[config.mk]
export PLATFORM = sky130hd
export DESIGN_NAME = image_line_streamer
export DESIGN_NICKNAME = d
export VERILOG_FILES = /design/src/rtl/spatial_filter_pkg.sv /design/src/rtl/stream_prefetch_fifo.sv /design/src/rtl/image_line_streamer.sv
export SDC_FILE = /design/constraint.sdc
export NUM_CORES = 1
export LEC_CHECK = 0
export CAP_MARGIN = 20
export CORE_MARGIN = 10
export CORE_UTILIZATION = 60
export CTS_CLUSTER_SIZE = 24
export DETAILED_ROUTE_END_ITERATION = 10
export PLACE_DENSITY = 0.83
export RECOVER_POWER = 100
export SLEW_MARGIN = 20
export SYNTH_ARGS = -nofsm -noshare
export SYNTH_HDL_FRONTEND = slang
export SYNTH_SLANG_ARGS = --single-unit
[constraint.sdc]
create_clock -name axis_clk -period 6.93 [get_ports axis_clk]
set_input_delay 1.386 -clock axis_clk [delete_from_list [all_inputs] [get_ports axis_clk]]
set_output_delay 1.386 -clock axis_clk [all_outputs]
set_load 0.01 [all_outputs]
[src/rtl/spatial_filter_pkg.sv]
// Shared types and sizing helpers for the spatial filter image source.
package spatial_filter_pkg;

  // Depth of the prefetch FIFO that sits between memory reads and the AXIS output.
  localparam int PREFETCH_DEPTH = 4;
  // Width of an occupancy count that can hold 0..PREFETCH_DEPTH.
  localparam int PREFETCH_CNT_W = $clog2(PREFETCH_DEPTH + 1);

  // Line streamer control states.
  typedef enum logic [1:0] {
    IDLE        = 2'd0,
    LINE        = 2'd1,
    WAIT_CREDIT = 2'd2,
    FLUSH       = 2'd3
  } line_stream_state_t;

  // Width of the line-credit counter: enough for every credit the frame can ever hold.
  function automatic int credit_width(input int init_lines, input int image_height,
                                      input int pad_lines);
    return $clog2(init_lines + image_height + pad_lines + 1);
  endfunction

  // Index width for a counter over n values, never narrower than one bit.
  function automatic int width_min1(input int n);
    return (n < 2) ? 1 : $clog2(n);
  endfunction

endpackage

[src/rtl/stream_prefetch_fifo.sv]
// Four-entry shift-register FIFO. Entry 0 is always the oldest word, so the
// head is a plain register and can drive AXIS tdata directly.
module stream_prefetch_fifo
  import spatial_filter_pkg::*;
#(
  parameter int WIDTH = 32
) (
  input  logic                      clk,
  input  logic                      rst_n,
  input  logic                      i_push,
  input  logic [WIDTH-1:0]          i_push_data,
  input  logic                      i_pop,
  output logic [PREFETCH_CNT_W-1:0] o_count,
  output logic                      o_empty,
  output logic [WIDTH-1:0]          o_head
);

  localparam int IDX_W = width_min1(PREFETCH_DEPTH);
  localparam logic [PREFETCH_CNT_W-1:0] CNT_FULL = PREFETCH_CNT_W'(PREFETCH_DEPTH);

  logic [WIDTH-1:0]          r_entry [PREFETCH_DEPTH];
  logic [PREFETCH_CNT_W-1:0] r_count;

  logic                      w_pop;
  logic                      w_push;
  logic [PREFETCH_CNT_W-1:0] w_wr_pos;
  logic [IDX_W-1:0]          w_wr_idx;

  assign w_pop    = i_pop && (r_count != '0);
  assign w_push   = i_push && ((r_count != CNT_FULL) || w_pop);
  // A push lands just behind the last valid entry after this cycle's shift.
  assign w_wr_pos = r_count - PREFETCH_CNT_W'(w_pop);
  assign w_wr_idx = w_wr_pos[IDX_W-1:0];

  // Shift on pop, write behind the tail on push, track occupancy.
  always_ff @(posedge clk or negedge rst_n) begin
    if (!rst_n) begin
      // NOTE: storage is reset because entry 0 is a module output that must read 0 out of reset.
      for (int i = 0; i < PREFETCH_DEPTH; i++) r_entry[i] <= '0;
      r_count <= '0;
    end else begin
      // NOTE: non-blocking assignments, so the push write below overrides the shift for the same entry.
      if (w_pop) begin
        for (int i = 0; i < PREFETCH_DEPTH - 1; i++) r_entry[i] <= r_entry[i+1];
      end
      if (w_push) r_entry[w_wr_idx] <= i_push_data;
      r_count <= r_count + PREFETCH_CNT_W'(w_push) - PREFETCH_CNT_W'(w_pop);
    end
  end

  assign o_count = r_count;
  assign o_empty = (r_count == '0);
  assign o_head  = r_entry[0];

endmodule

[src/rtl/image_line_streamer.sv]
// Credit-paced AXI4-Stream image source. Reads a frame row by row from a
// single-port pixel memory, appends all-zero pad rows, and only starts a new
// row while it holds a line credit from the downstream line buffer.
module image_line_streamer
  import spatial_filter_pkg::*;
#(
  parameter int IMAGE_WIDTH  = 512,
  parameter int IMAGE_HEIGHT = 512,
  parameter int PIXEL_SIZE   = 32,
  parameter int INIT_LINES   = 4,
  parameter int PAD_LINES    = 2,
  parameter int ADDR_WIDTH   = 18
) (
  input  logic                  axis_clk,
  input  logic                  axis_reset_n,
  input  logic                  i_start,
  input  logic                  i_intr,
  output logic                  o_mem_rd_en,
  output logic [ADDR_WIDTH-1:0] o_mem_addr,
  input  logic [PIXEL_SIZE-1:0] i_mem_rdata,
  output logic                  o_m_data_valid,
  output logic [PIXEL_SIZE-1:0] o_m_data,
  input  logic                  i_m_ready,
  output logic                  o_busy,
  output logic                  o_done
);

  localparam int CRED_W = credit_width(INIT_LINES, IMAGE_HEIGHT, PAD_LINES);
  localparam int COL_W  = width_min1(IMAGE_WIDTH);
  localparam int ROW_W  = width_min1(IMAGE_HEIGHT + PAD_LINES + 1);
  localparam int OCC_W  = PREFETCH_CNT_W + 1;

  localparam logic [COL_W-1:0]  COL_LAST      = COL_W'(IMAGE_WIDTH - 1);
  localparam logic [ROW_W-1:0]  ROW_FIRST_PAD = ROW_W'(IMAGE_HEIGHT);
  localparam logic [ROW_W-1:0]  ROW_LAST      = ROW_W'(IMAGE_HEIGHT + PAD_LINES - 1);
  localparam logic [CRED_W-1:0] CRED_INIT     = CRED_W'(INIT_LINES);
  localparam logic [CRED_W-1:0] CRED_MAX      = '1;

  line_stream_state_t r_state;
  logic [ROW_W-1:0]      r_row;
  logic [COL_W-1:0]      r_col;
  logic [ADDR_WIDTH-1:0] r_addr;
  logic [CRED_W-1:0]     r_credits;
  logic                  r_mem_rd_en;
  logic [ADDR_WIDTH-1:0] r_mem_addr;
  logic                  r_rd_vld;      // read issued last cycle; its data is on i_mem_rdata now
  logic                  r_busy;
  logic                  r_done;

  logic [PREFETCH_CNT_W-1:0] w_fifo_count;
  logic                      w_fifo_empty;
  logic [PIXEL_SIZE-1:0]     w_fifo_head;
  logic                      w_pop;
  logic                      w_push;
  logic [PIXEL_SIZE-1:0]     w_push_data;
  logic [OCC_W-1:0]          w_occupancy;
  logic                      w_slot;
  logic                      w_is_pad;
  logic                      w_in_flight;
  logic                      w_issue;
  logic                      w_pad_push;
  logic                      w_row_end;
  logic                      w_credit_inc;
  logic [CRED_W-1:0]         w_credits_next;
  logic                      w_drained;

  // A slot exists only if every word already stored or in flight still fits.
  assign w_occupancy = OCC_W'(w_fifo_count) + OCC_W'(r_mem_rd_en) + OCC_W'(r_rd_vld);
  assign w_slot      = (w_occupancy < OCC_W'(PREFETCH_DEPTH));
  assign w_in_flight = r_mem_rd_en || r_rd_vld;
  assign w_is_pad    = (r_row >= ROW_FIRST_PAD);

  // Pad words bypass memory, so they wait for outstanding reads to land to keep order.
  assign w_issue    = (r_state == LINE) && (r_credits != '0) && w_slot &&
                      (!w_is_pad || !w_in_flight);
  assign w_pad_push = w_issue && w_is_pad;
  assign w_row_end  = w_issue && (r_col == COL_LAST);

  assign w_push      = r_rd_vld || w_pad_push;
  assign w_push_data = r_rd_vld ? i_mem_rdata : '0;
  assign w_pop       = o_m_data_valid && i_m_ready;

  // Credits are only meaningful once a frame has started.
  assign w_credit_inc = i_intr && (r_state != IDLE);

  // FIFO will be empty after this edge with nothing left to arrive.
  assign w_drained = !w_in_flight &&
                     ((w_fifo_count == '0) ||
                      ((w_fifo_count == PREFETCH_CNT_W'(1)) && w_pop));

  // Next credit count: saturating increment, end-of-row decrement, both cancel.
  always_comb begin
    // NOTE: default assignment first so no path through this block infers a latch.
    w_credits_next = r_credits;
    if (w_credit_inc && !w_row_end) begin
      if (r_credits != CRED_MAX) w_credits_next = r_credits + CRED_W'(1);
    end else if (w_row_end && !w_credit_inc) begin
      w_credits_next = r_credits - CRED_W'(1);
    end
  end

  // Control FSM plus row/column/address/credit counters and registered outputs.
  always_ff @(posedge axis_clk or negedge axis_reset_n) begin
    if (!axis_reset_n) begin
      r_state     <= IDLE;
      r_row       <= '0;
      r_col       <= '0;
      r_addr      <= '0;
      r_credits   <= '0;
      r_mem_rd_en <= 1'b0;
      r_mem_addr  <= '0;
      r_rd_vld    <= 1'b0;
      r_busy      <= 1'b0;
      r_done      <= 1'b0;
    end else begin
      r_done      <= 1'b0;
      r_mem_rd_en <= 1'b0;
      r_rd_vld    <= r_mem_rd_en;
      r_credits   <= w_credits_next;

      if (w_issue && !w_is_pad) begin
        r_mem_rd_en <= 1'b1;
        r_mem_addr  <= r_addr;
        r_addr      <= r_addr + ADDR_WIDTH'(1);
      end

      if (w_issue) begin
        if (w_row_end) begin
          r_col <= '0;
          r_row <= r_row + ROW_W'(1);
        end else begin
          r_col <= r_col + COL_W'(1);
        end
      end

      case (r_state)
        IDLE: begin
          if (i_start) begin
            r_state   <= LINE;
            r_credits <= CRED_INIT;
            r_row     <= '0;
            r_col     <= '0;
            r_addr    <= '0;
            r_busy    <= 1'b1;
          end
        end
        LINE: begin
          if (w_row_end) begin
            if (r_row == ROW_LAST)          r_state <= FLUSH;
            else if (w_credits_next != '0)  r_state <= LINE;
            else                            r_state <= WAIT_CREDIT;
          end
        end
        WAIT_CREDIT: begin
          if (r_credits != '0) r_state <= LINE;
        end
        FLUSH: begin
          if (w_drained) begin
            r_done  <= 1'b1;
            r_busy  <= 1'b0;
            r_state <= IDLE;
          end
        end
        default: r_state <= IDLE;
      endcase
    end
  end

  stream_prefetch_fifo #(
    .WIDTH (PIXEL_SIZE)
  ) u_prefetch (
    .clk         (axis_clk),
    .rst_n       (axis_reset_n),
    .i_push      (w_push),
    .i_push_data (w_push_data),
    .i_pop       (w_pop),
    .o_count     (w_fifo_count),
    .o_empty     (w_fifo_empty),
    .o_head      (w_fifo_head)
  );

  assign o_mem_rd_en    = r_mem_rd_en;
  assign o_mem_addr     = r_mem_addr;
  assign o_m_data_valid = !w_fifo_empty;
  assign o_m_data       = w_fifo_head;
  assign o_busy         = r_busy;
  assign o_done         = r_done;

endmodule

==> summary.md <==
| Metric | Value |
|---|---|
| Htree depth | `1` |
| Net Switching | `1.91 mW` |
| Antenna fix cells | `0` |
| Global-route wire length before repair | `36600 um` |
| Seq/Total Area, Yosys | `0.517` |
| Via count | `7400` |
| Critical path class | `flip-flop to flip-flop` |
| CTS buffer count | `21` |
| Setup tns final | `0 ns` |
| Die area | `0.0218 sq mm` |
| Pint | `3.09 mW` |
| DRT iter0 DRCs | `630` |
| Most common cell after layout, fill and taps aside | `dfrtp_1` |
| EDFF count, synth | `0` |
| Post-CTS Hold Buffers | `0` |
| Mean Syn Cell Area | `9.57 sq um` |
| Worst Skew | `0.00957 ns` |
| Core Util, Final | `0.700` |
| Synthesized Nets | `1073` |
| Largest net degree at the start of global routing | `98` |
| Worst Setup Slack, final | `1.80 ns` |
| Clock network power share | `0.211` |
| Final Hold Viols | `0` |
| Sequential power share | `0.393` |
| Synthesis Warnings | `0` |
| CTS clock-pin slew for the worst setup and hold paths | `0.06 ns` |
| Worst skew pair latency | `0.49 ns` |
| Arr. time, crit path | `5.52 ns` |
| FILL cells | `1185` |
| Worst-path maximum fanout | `64` |
| Worst rel slew slack | `-1.63` |
| Initial core utilization | `0.613` |
| RSZ-0062 raised after global routing | `false` |
| FP Rows | `46` |
| Root Driver | `clkbuf_16` |
| Crit path launch type | `flip-flop` |
| Top FF cell, synth | `dfrtp_1` |
| Pwr Density | `448 mW/mm^2` |
| Gate Count Post-Synth | `1022` |
| Failing checks | `capacitance limit, slew limit` |
| Critical path capture point type | `flip-flop` |
| Commonest non-fill, non-tap cells in the layout | `dfrtp_1, nand2_1, a21oi_1` |
| DRT Pass-1 Iters | `4` |
| Post-CTS setup buffers | `0` |
| # IOs | `91` |
| Number of remaining DRC errors | `0` |
| Multi-input logic area | `0.00417 sq mm` |
| Max-slew violations | `113` |
| Worst vdd ir | `0.233 mV` |
| Hpwl dp | `12900 um` |
| Post_cts resized | `0` |
| Gate power share | `0.395` |
| Clk buf depth | `3` |
| Post-place setup slack | `2.21 ns` |
| Chip Height | `148 um` |
| Final GP Congestion | `0.852` |
| Register area | `0.00505 sq mm` |
| Hold Crit Class | `flip-flop to flip-flop` |
| Slew @ Worst Pin | `3.95 ns` |
| Cell Area, Synth | `0.00978 sq mm` |
| Fraction of layout cells with a size suffix above 1 | `0.0528` |
| Net Sw Frac | `0.381` |
| # clock sinks | `202` |
| CP startpoint | `r_rd_vld$_DFF_PN0_` |
| CP Data Required Time | `7.32 ns` |
| Crit-path cells | `clkbuf_1, ha_1, a21oi_1, o21ai_0, nor4b_2, a21oi_1, nor4_4, clkbuf_2, a211oi_1, a21oi_1` |
| PortBufs | `90` |
| Hold wc startpoint | `o_mem_addr[1]$_DFFE_PN0P_` |
| Final Total Pwr | `5.00 mW` |
| Antenna violations before repair | `0` |
| Flops & latches, synth | `202` |
| Worst reg2reg startpoint | `r_rd_vld$_DFF_PN0_` |
| CORE AREA | `0.0159 sq mm` |
| ANT nets after route | `0` |
| Async S/R FF share, synth | `1.00` |
| Die Wd | `148 um` |
| Period utilisation layout | `0.741` |
| Final-report setup violation count | `0` |
| Fmax | `195 MHz` |
| DR WL/cell | `16.8 um` |
| CP max stage cell | `clkbuf_1` |
| CP most frequent cell | `a21oi_1` |
| Leakage power | `4.95 nW` |
| Synthesis-to-finish area growth | `14.2%` |
| Global-route usage over all layers | `0.195` |
| Vias per inst | `5.80` |
| Vias in the first global route | `7336` |
| Distinct cells, synth | `54` |
| Max_cap viols | `2` |
| Nets | `1097` |
| CP max stage delay | `1.29 ns` |
| CTS tree | `done` |
| Status | `finished with violations` |
| GR Overflow Total | `0` |
| Min Tclk post-route | `5.13 ns` |
| WL final | `21500 um` |
[Yosys cell counts (3+ instances only)]
cell | instances | share of area
a21oi_1 | 105 | 0.054
or4_1 | 4 | 0.0031
nand4_1 | 13 | 0.0083
and3_1 | 10 | 0.0064
a211oi_1 | 97 | 0.074
mux2i_1 | 7 | 0.0072
o211ai_1 | 3 | 0.0023
or3_1 | 4 | 0.0026
nor3_1 | 11 | 0.0056
clkbuf_1 | 56 | 0.021
xnor2_1 | 10 | 0.0090
dfrtp_1 | 202 | 0.52
and2_1 | 96 | 0.061
xor2_1 | 29 | 0.026
nor2_1 | 56 | 0.021
nor4_1 | 6 | 0.0038
o21ai_0 | 36 | 0.018
nor3b_1 | 3 | 0.0023
inv_1 | 14 | 0.0054
nand3_1 | 20 | 0.010
buf_2 | 9 | 0.0046
ha_1 | 13 | 0.017
buf_4 | 33 | 0.025
nand2_1 | 148 | 0.057
[routing by layer]
metal  vias up  track usage  routed length, um
met3        17       0.0290                892
met5         -            0                  0
met1      3661        0.266               9690
li1       3581            -                  -
met2       141        0.324              10600
met4         0       0.0441                269
[power groups by stage]
stage / clock, mW / sequential, mW / combinational, mW
after detailed placement: 0 / 1.98 / 2.00
after global routing: 1.12 / 2.02 / 2.23
after global placement: 0 / 1.96 / 1.93
final: 1.06 / 1.97 / 1.98
after floorplan: 0 / 1.91 / 1.50
after CTS: 1.07 / 1.97 / 2.04
[worst max-delay path: cells and delay by family, from the launching register on]
kind,cells,cell delay [ns]
buffers and inverters,2,2.32
AO/OA/AOI/OAI,5,1.10
AND/OR/NAND/NOR,2,0.81
flip-flops,1,0.34
adder cells (fa/ha/maj),1,0.46
[worst paths after layout]
| path | end | slack, ns | cells past startpoint |
|---|---|---|---|
| hold / removal | o_mem_addr[1]$_DFFE_PN0P_ | 0.47 | 2 |
| min in group asynchronous | o_mem_addr[8]$_DFFE_PN0P_ | 2.27 | 1 |
| setup / recovery | u_prefetch.r_entry[86]$_DFF_PN0_ | 1.80 | 10 |
| setup reg to reg | u_prefetch.r_entry[86]$_DFF_PN0_ | 1.80 | 10 |
| hold reg to reg | o_mem_addr[1]$_DFFE_PN0P_ | 0.47 | 2 |
| max in group asynchronous | r_credits[6]$_DFF_PN0_ | 2.21 | 2 |
[kinds of logic (layout without fill, tap and decap cells)]
kind of cell / Yosys count / in the layout / share of synthesized area
xor gates and xnor gates: 39 / 39 / 0.0349
buffers and inverters: 115 / 153 / 0.0580
AOI/OAI and AO/OA: 254 / 254 / 0.162
DFF: 202 / 202 / 0.517
muxes: 8 / 8 / 0.00832
and+or+nand+nor: 390 / 390 / 0.202
adders and majority gates: 14 / 14 / 0.0187
[metrics by stage]
step	instance area, sq um	hold WS [ns]	instances
3_3_place_gp	10500	0.458	1239
3_5_place_dp	10500	0.462	1239
5_1_grt	11200	0.493	1276
2_1_floorplan	9780	0.451	1022
4_1_cts	11200	0.477	1276
6_report	11200	0.467	1276
[layout make-up]
class,count,area share
Timing Repair Buffer,100,0.0861
Clock buffer,30,0.0546
Sequential cell,202,0.453
Tap cell,216,0.0242
Inverter,16,0.00538
Clock inverter,7,0.00347
Multi-Input combinational cell,705,0.373
(Power assumes the default switching activity.)
==> edit 1: new RTL, config.mk and constraints unchanged <==
`ADDR_WIDTH`: 18 -> 16.
--- a/src/rtl/image_line_streamer.sv
+++ b/src/rtl/image_line_streamer.sv
@@ -11,3 +11,3 @@
   parameter int PAD_LINES    = 2,
-  parameter int ADDR_WIDTH   = 18
+  parameter int ADDR_WIDTH   = 16
 ) (
Interface: changed (resized o_mem_addr); port bits go from 91 to 89. The function was not compared with the original's and may differ.
==> edit 1 against the original RTL <==
The run still ends with max-capacitance violations, max-slew violations left. Clock power fell by 4%. Critical endpoint is now u_prefetch.r_entry[32]. First-iteration DRC count grew 13%. Synthesized area fell by 1.7%. Utilization shrank 0.92 points. Die area decreased by 1.5%. Setup slack worse by 0.014 ns. Count of clock-buffer cells in the layout is 11 lower. Sequential cell count decreased by 4. Power down 2.8%. Final area down 2.4%. Critical path type unchanged. Critical path depth increased by 1. Routed wire length is 0.46% higher.
==> edit 1: results (changes against the original RTL) <==
* Status: finished, violations left
* Failing checks: max-capacitance violations, max-slew violations
* Placed cell areas at 10300 µm² (-1.9%)
* Leak at 4.83 nW (-2.3%)
* Worst Path Arrival at 5.44 ns (-0.08 ns)
* Worst-case reg-to-reg path depth at 11 (+1)
* Worst Path Max Fanout at 68 (+6.3%)
* Later-pin clock latency in the skew report at 0.43 ns (-0.06 ns)
* End point of the critical path: u_prefetch.r_entry[32]
* MaxCap Viol Count at 1 (-1)
* Final Max Slew Viols at 68 (-40%)
* Worst Max-Slew Pin Slew at 3.67 ns (-0.282 ns)
* Hold Path Class: reg -> reg
* I/O Buffers at 88 (-2.2%)
* Largest net degree at the start of global routing at 97 (-1.0%)
* Share of layout cells above drive strength 1 at 4.78% (-0.51 points)
* Critical-path top delay cell: a211oi_1
* Net switching power at 1.87 mW (-1.9%)
* Total Routing Usage GR at 20.2% (+0.64 points)
* Setup Buffers After CTS at 0 (unchanged)
* Final nets at 1107 (+0.91%)
* # diodes at 0 (unchanged)
* H-tree levels at 4 (+3)
* Drt initial violations at 710 (+13%)
* Crit share post-route at 74.3% (+0.21 points)
* Worst setup SP type: flop
* GP Congestion at 0.859 (+0.80%)
* Largest cells by area after synthesis: dfrtp_1 (52%), nand2_1 (7.8%), a21oi_1 (5.6%)
* Commonest cells in the netlist: nand2_1 (200), dfrtp_1 (198), a21oi_1 (107), and2_1 (68), a211oi_1 (65)
* Sequential cell area fraction in the yosys report at 51.5% (-0.16 points)
* Place WS at 2.56 ns (+0.351 ns)
* First-pass GRT wire length at 36.6 mm (about the same)
* Via Count at 7530 (+1.8%)
* Crit-path max cell delay at 1.00 ns (-0.29 ns)
* First drt pass iteration count at 5 (+1)
* Num CTS Buffers at 17 (-19%)
* Vias in the first global route at 7263 (-1.0%)
* Worst vdd ir at 0.204 mV (-12%)
* Syn_nets at 1087 (+1.3%)
* Hpwl dp at 13.2 mm (+2.1%)
* Skew final at 0.00820 ns (-0.00137 ns)
* WL final at 21.6 mm (+0.46%)
* Top_reg_cell synth: dfrtp_1
* CTS Buffer Depth at 2 (-1)
-- edit 1: cell types whose count changed after synthesis, sizes merged, moves of 5 or more --
cell | unedited run | this run
xnor2 | 10 | 15
nor2 | 56 | 50
clkbuf | 56 | 44
xor2 | 29 | 21
nand2 | 148 | 200
buf | 43 | 55
a211oi | 97 | 66
a31oi | 1 | 33
and2 | 96 | 68
-- edit 1: power by group through the flow --
stage	Combinational, mW	Clock [mW]	Sequential, mW
floorplan	1.49	0	1.88
global placement	1.89	0	1.94
detailed placement	1.96	0	1.96
CTS	1.98	1.03	1.95
global route	2.14	1.07	2.00
finish	1.89	1.02	1.95
-- edit 1: final cells by class --
class | instances | area [µm²]
Fill cell | 1240 | 4870
Inverter | 18 | 67.6
Multi-Input combinational cell | 721 | 4040
Sequential cell | 198 | 4960
Clock buffer | 19 | 453
Timing Repair Buffer | 100 | 952
Tap cell | 216 | 270
Clock inverter | 12 | 154
-- edit 1: cell families after synthesis --
logic type                 share of synthesized area (%)
and+or+nand+nor                                     19.6
xor gates and xnor gates                            3.28
DFF                                                 51.5
buffers and inverters                               6.12
adders and majority gates                           1.90
AOI/OAI and AO/OA                                   17.1
muxes                                              0.521
-- edit 1: worst min path at each step --
stage                               from              to  slack, ns  depth (start not counted)
final                      o_mem_addr[9]   o_mem_addr[9]       0.47                          2
after global routing       o_mem_addr[9]   o_mem_addr[9]       0.50                          2
after CTS                  o_mem_addr[9]   o_mem_addr[9]       0.48                          2
after detailed placement   o_mem_addr[6]   o_mem_addr[6]       0.46                          2
after global placement    o_mem_addr[15]  o_mem_addr[15]       0.46                          2
after floorplan                     flop            flop       0.45                          2
-- edit 1: per-stage QoR --
stage | hold WS [ns] | std cells | util (%)
after global routing | 0.498 | 1284 | 69.1
final | 0.467 | 1284 | 69.1
after floorplan | 0.450 | 1036 | -
after global placement | 0.459 | 1253 | 65.6
after detailed placement | 0.462 | 1253 | 65.6
after CTS | 0.478 | 1284 | 69.4
-- edit 1: routing by layer --
metal	global-route usage [%]	share of wire [%]	vias to the layer above
li1	-	-	3608
met1	27.2	45	3682
met2	32.2	49	213
met3	3.68	4.8	27
met4	6.51	1.4	0
met5	0	0	-
-- edit 1: worst max-delay path, delay by kind of cell, from the launching register on --
kind	cells	cell delay, ns
compound gates	5	1.73
flops	1	0.34
simple gates	3	1.55
fa+ha+maj	1	0.25
buf+inv	2	1.13
==> edit 2: new RTL, config.mk and constraints unchanged <==
Made on the original files. Encoding of `line_stream_state_t`: now one-hot (4 bits for 4 states).
--- a/src/rtl/spatial_filter_pkg.sv
+++ b/src/rtl/spatial_filter_pkg.sv
@@ -9,7 +9,7 @@
   // Line streamer control states.
-  typedef enum logic [1:0] {
-    IDLE        = 2'd0,
-    LINE        = 2'd1,
-    WAIT_CREDIT = 2'd2,
-    FLUSH       = 2'd3
+  typedef enum logic [3:0] {
+    IDLE        = 4'b0001,
+    LINE        = 4'b0010,
+    WAIT_CREDIT = 4'b0100,
+    FLUSH       = 4'b1000
   } line_stream_state_t;
Check against the original RTL: same outputs for any inputs over 10 cycles, from zero or initial values and one cycle with axis_reset_n low; not proved beyond that.
==> edit 2 against the original RTL <==
The flow still finishes with violations (max-capacitance violations, max-slew violations). Power decreased by 23%. Non-clock buffer count increased by 1. Combinational power decreased by 43%. Routed wire length decreased by 0.83%. Sequential cell count increased by 2. Setup slack improved by 0.013 ns. Global-route usage decreased by 0.39 points. Synthesized cell count decreased by 1.9%. Final area increased by 1.9%. Synthesized area increased by 1.7%.
==> edit 2: results (changes against the original RTL) <==
* Failing checks: max-capacitance violations, max-slew violations
* Place WS at 2.31 ns (+0.0991 ns)
* WL final at 21.3 mm (-0.83%)
* Share of layout cells above drive strength 1 at 7.18% (+1.9 points)
* Worst Path Max Fanout at 64 (unchanged)
* Post-Syn Area at 9940 µm² (+1.7%)
* Setup Buffers After CTS at 0 (unchanged)
* Hpwl dp at 13.1 mm (+1.7%)
* Final nets at 1080 (-1.5%)
* Multi-In Gates at 681 (-3.4%)
* Seq_cells at 204 (+0.99%)
* Leak at 5.17 nW (+4.6%)
* Vias in the first global route at 7234 (-1.4%)
* Vias per cell at 5.84 (+0.72%)
* Plain + repair buffers at 101 (+1.0%)
* Cell total after placement at 1222 (-1.4%)
* Placed cell areas at 10700 µm² (+1.6%)
* Synthesized area per cell at 9.91 µm² (+3.6%)
* Inverters at 20 (+4)
* Num CTS Buffers at 21 (unchanged)
* Max_slew headroom at -135% (+28 points)
* Clk tree area frac at 6.01% (+0.20 points)
* Synth Area in Compound Gates at 16.1% (-0.023 points)
* Sequential cell area fraction in the yosys report at 51.4% (-0.32 points)
* Register Area at 5110 µm² (+1.0%)
* Hold Path Class: reg -> reg
* Post-Synth Adder-Cell Area at 1.84% (-0.030 points)
* Status: finished, violations left
* Worst Path Arrival at 5.50 ns (-0.02 ns)
* Drt initial violations at 663 (+5.2%)
* # fillers at 1193 (+0.68%)
* Final Max Slew Viols at 102 (-9.7%)
* MaxCap Viol Count at 2 (unchanged)
* Commonest cells in the netlist: dfrtp_1 (203), a21oi_1 (108), a211oi_1 (96), and2_1 (96), nand2_1 (90)
* GP Congestion at 0.851 (-0.18%)
* Worst vdd ir at 0.241 mV (+3.6%)
* Multi-input logic area at 4270 µm² (+2.5%)
* Total Routing Usage GR at 19.1% (-0.39 points)
* Routed len/inst at 16.9 µm (+0.43%)
* Non-clock buffers, area share at 8.50% (-0.10 points)
edit 2: critical path, cell delays in order, from the launching register on:
cell       delay, ns
dfrtp_1         0.32
clkbuf_1        1.31
ha_1            0.46
a21oi_1         0.24
o2bb2ai_1       0.23
nor4b_4         0.60
a21oi_1         0.28
nor2_1          0.36
nand3_2         0.10
clkbuf_2        0.62
o21ai_0         0.48
edit 2: per-stage QoR:
stage | util (%) | hold slack (ns)
after floorplan | - | 0.451
after global placement | 66.7 | 0.462
after detailed placement | 66.7 | 0.471
after CTS | 71.0 | 0.486
after global routing | 70.8 | 0.507
final | 70.8 | 0.482
edit 2: logic make-up (layout without fill, tap and decap cells):
logic type,after synthesis,count (layout)
xor gates and xnor gates,33,33
buffers and inverters,118,159
adders and majority gates,14,14
DFF,204,204
AOI/OAI and AO/OA,262,262
muxes,30,30
and+or+nand+nor,342,342
edit 2: how the worst max path moves through the flow:
stage          depth (start not counted)  startpoint  slack (ns)                endpoint
5_1_grt                               10    r_rd_vld        1.33                    flop
3_3_place_gp                          10   i_m_ready        2.45  u_prefetch.r_entry[41]
3_5_place_dp                          10   i_m_ready        2.31  u_prefetch.r_entry[53]
2_1_floorplan                         10   i_m_ready        3.36  u_prefetch.r_entry[68]
6_report                              10    r_rd_vld        1.81                    flop
4_1_cts                               10   i_m_ready        2.82  u_prefetch.r_entry[53]
edit 2: metal layers:
layer	track usage [%]	wire length, µm	vias to the layer above
met2	31.3	10500	145
met5	0	0	-
li1	-	-	3572
met4	5.80	396	0
met1	25.7	9410	3612
met3	3.13	962	31
edit 2: where the power goes:
part | internal [mW] | leakage, nW | switching, mW
logic | 0.466 | 2.05 | 0.656
clock network | 0.651 | 0.334 | 0.452
registers | 1.47 | 2.79 | 0.180
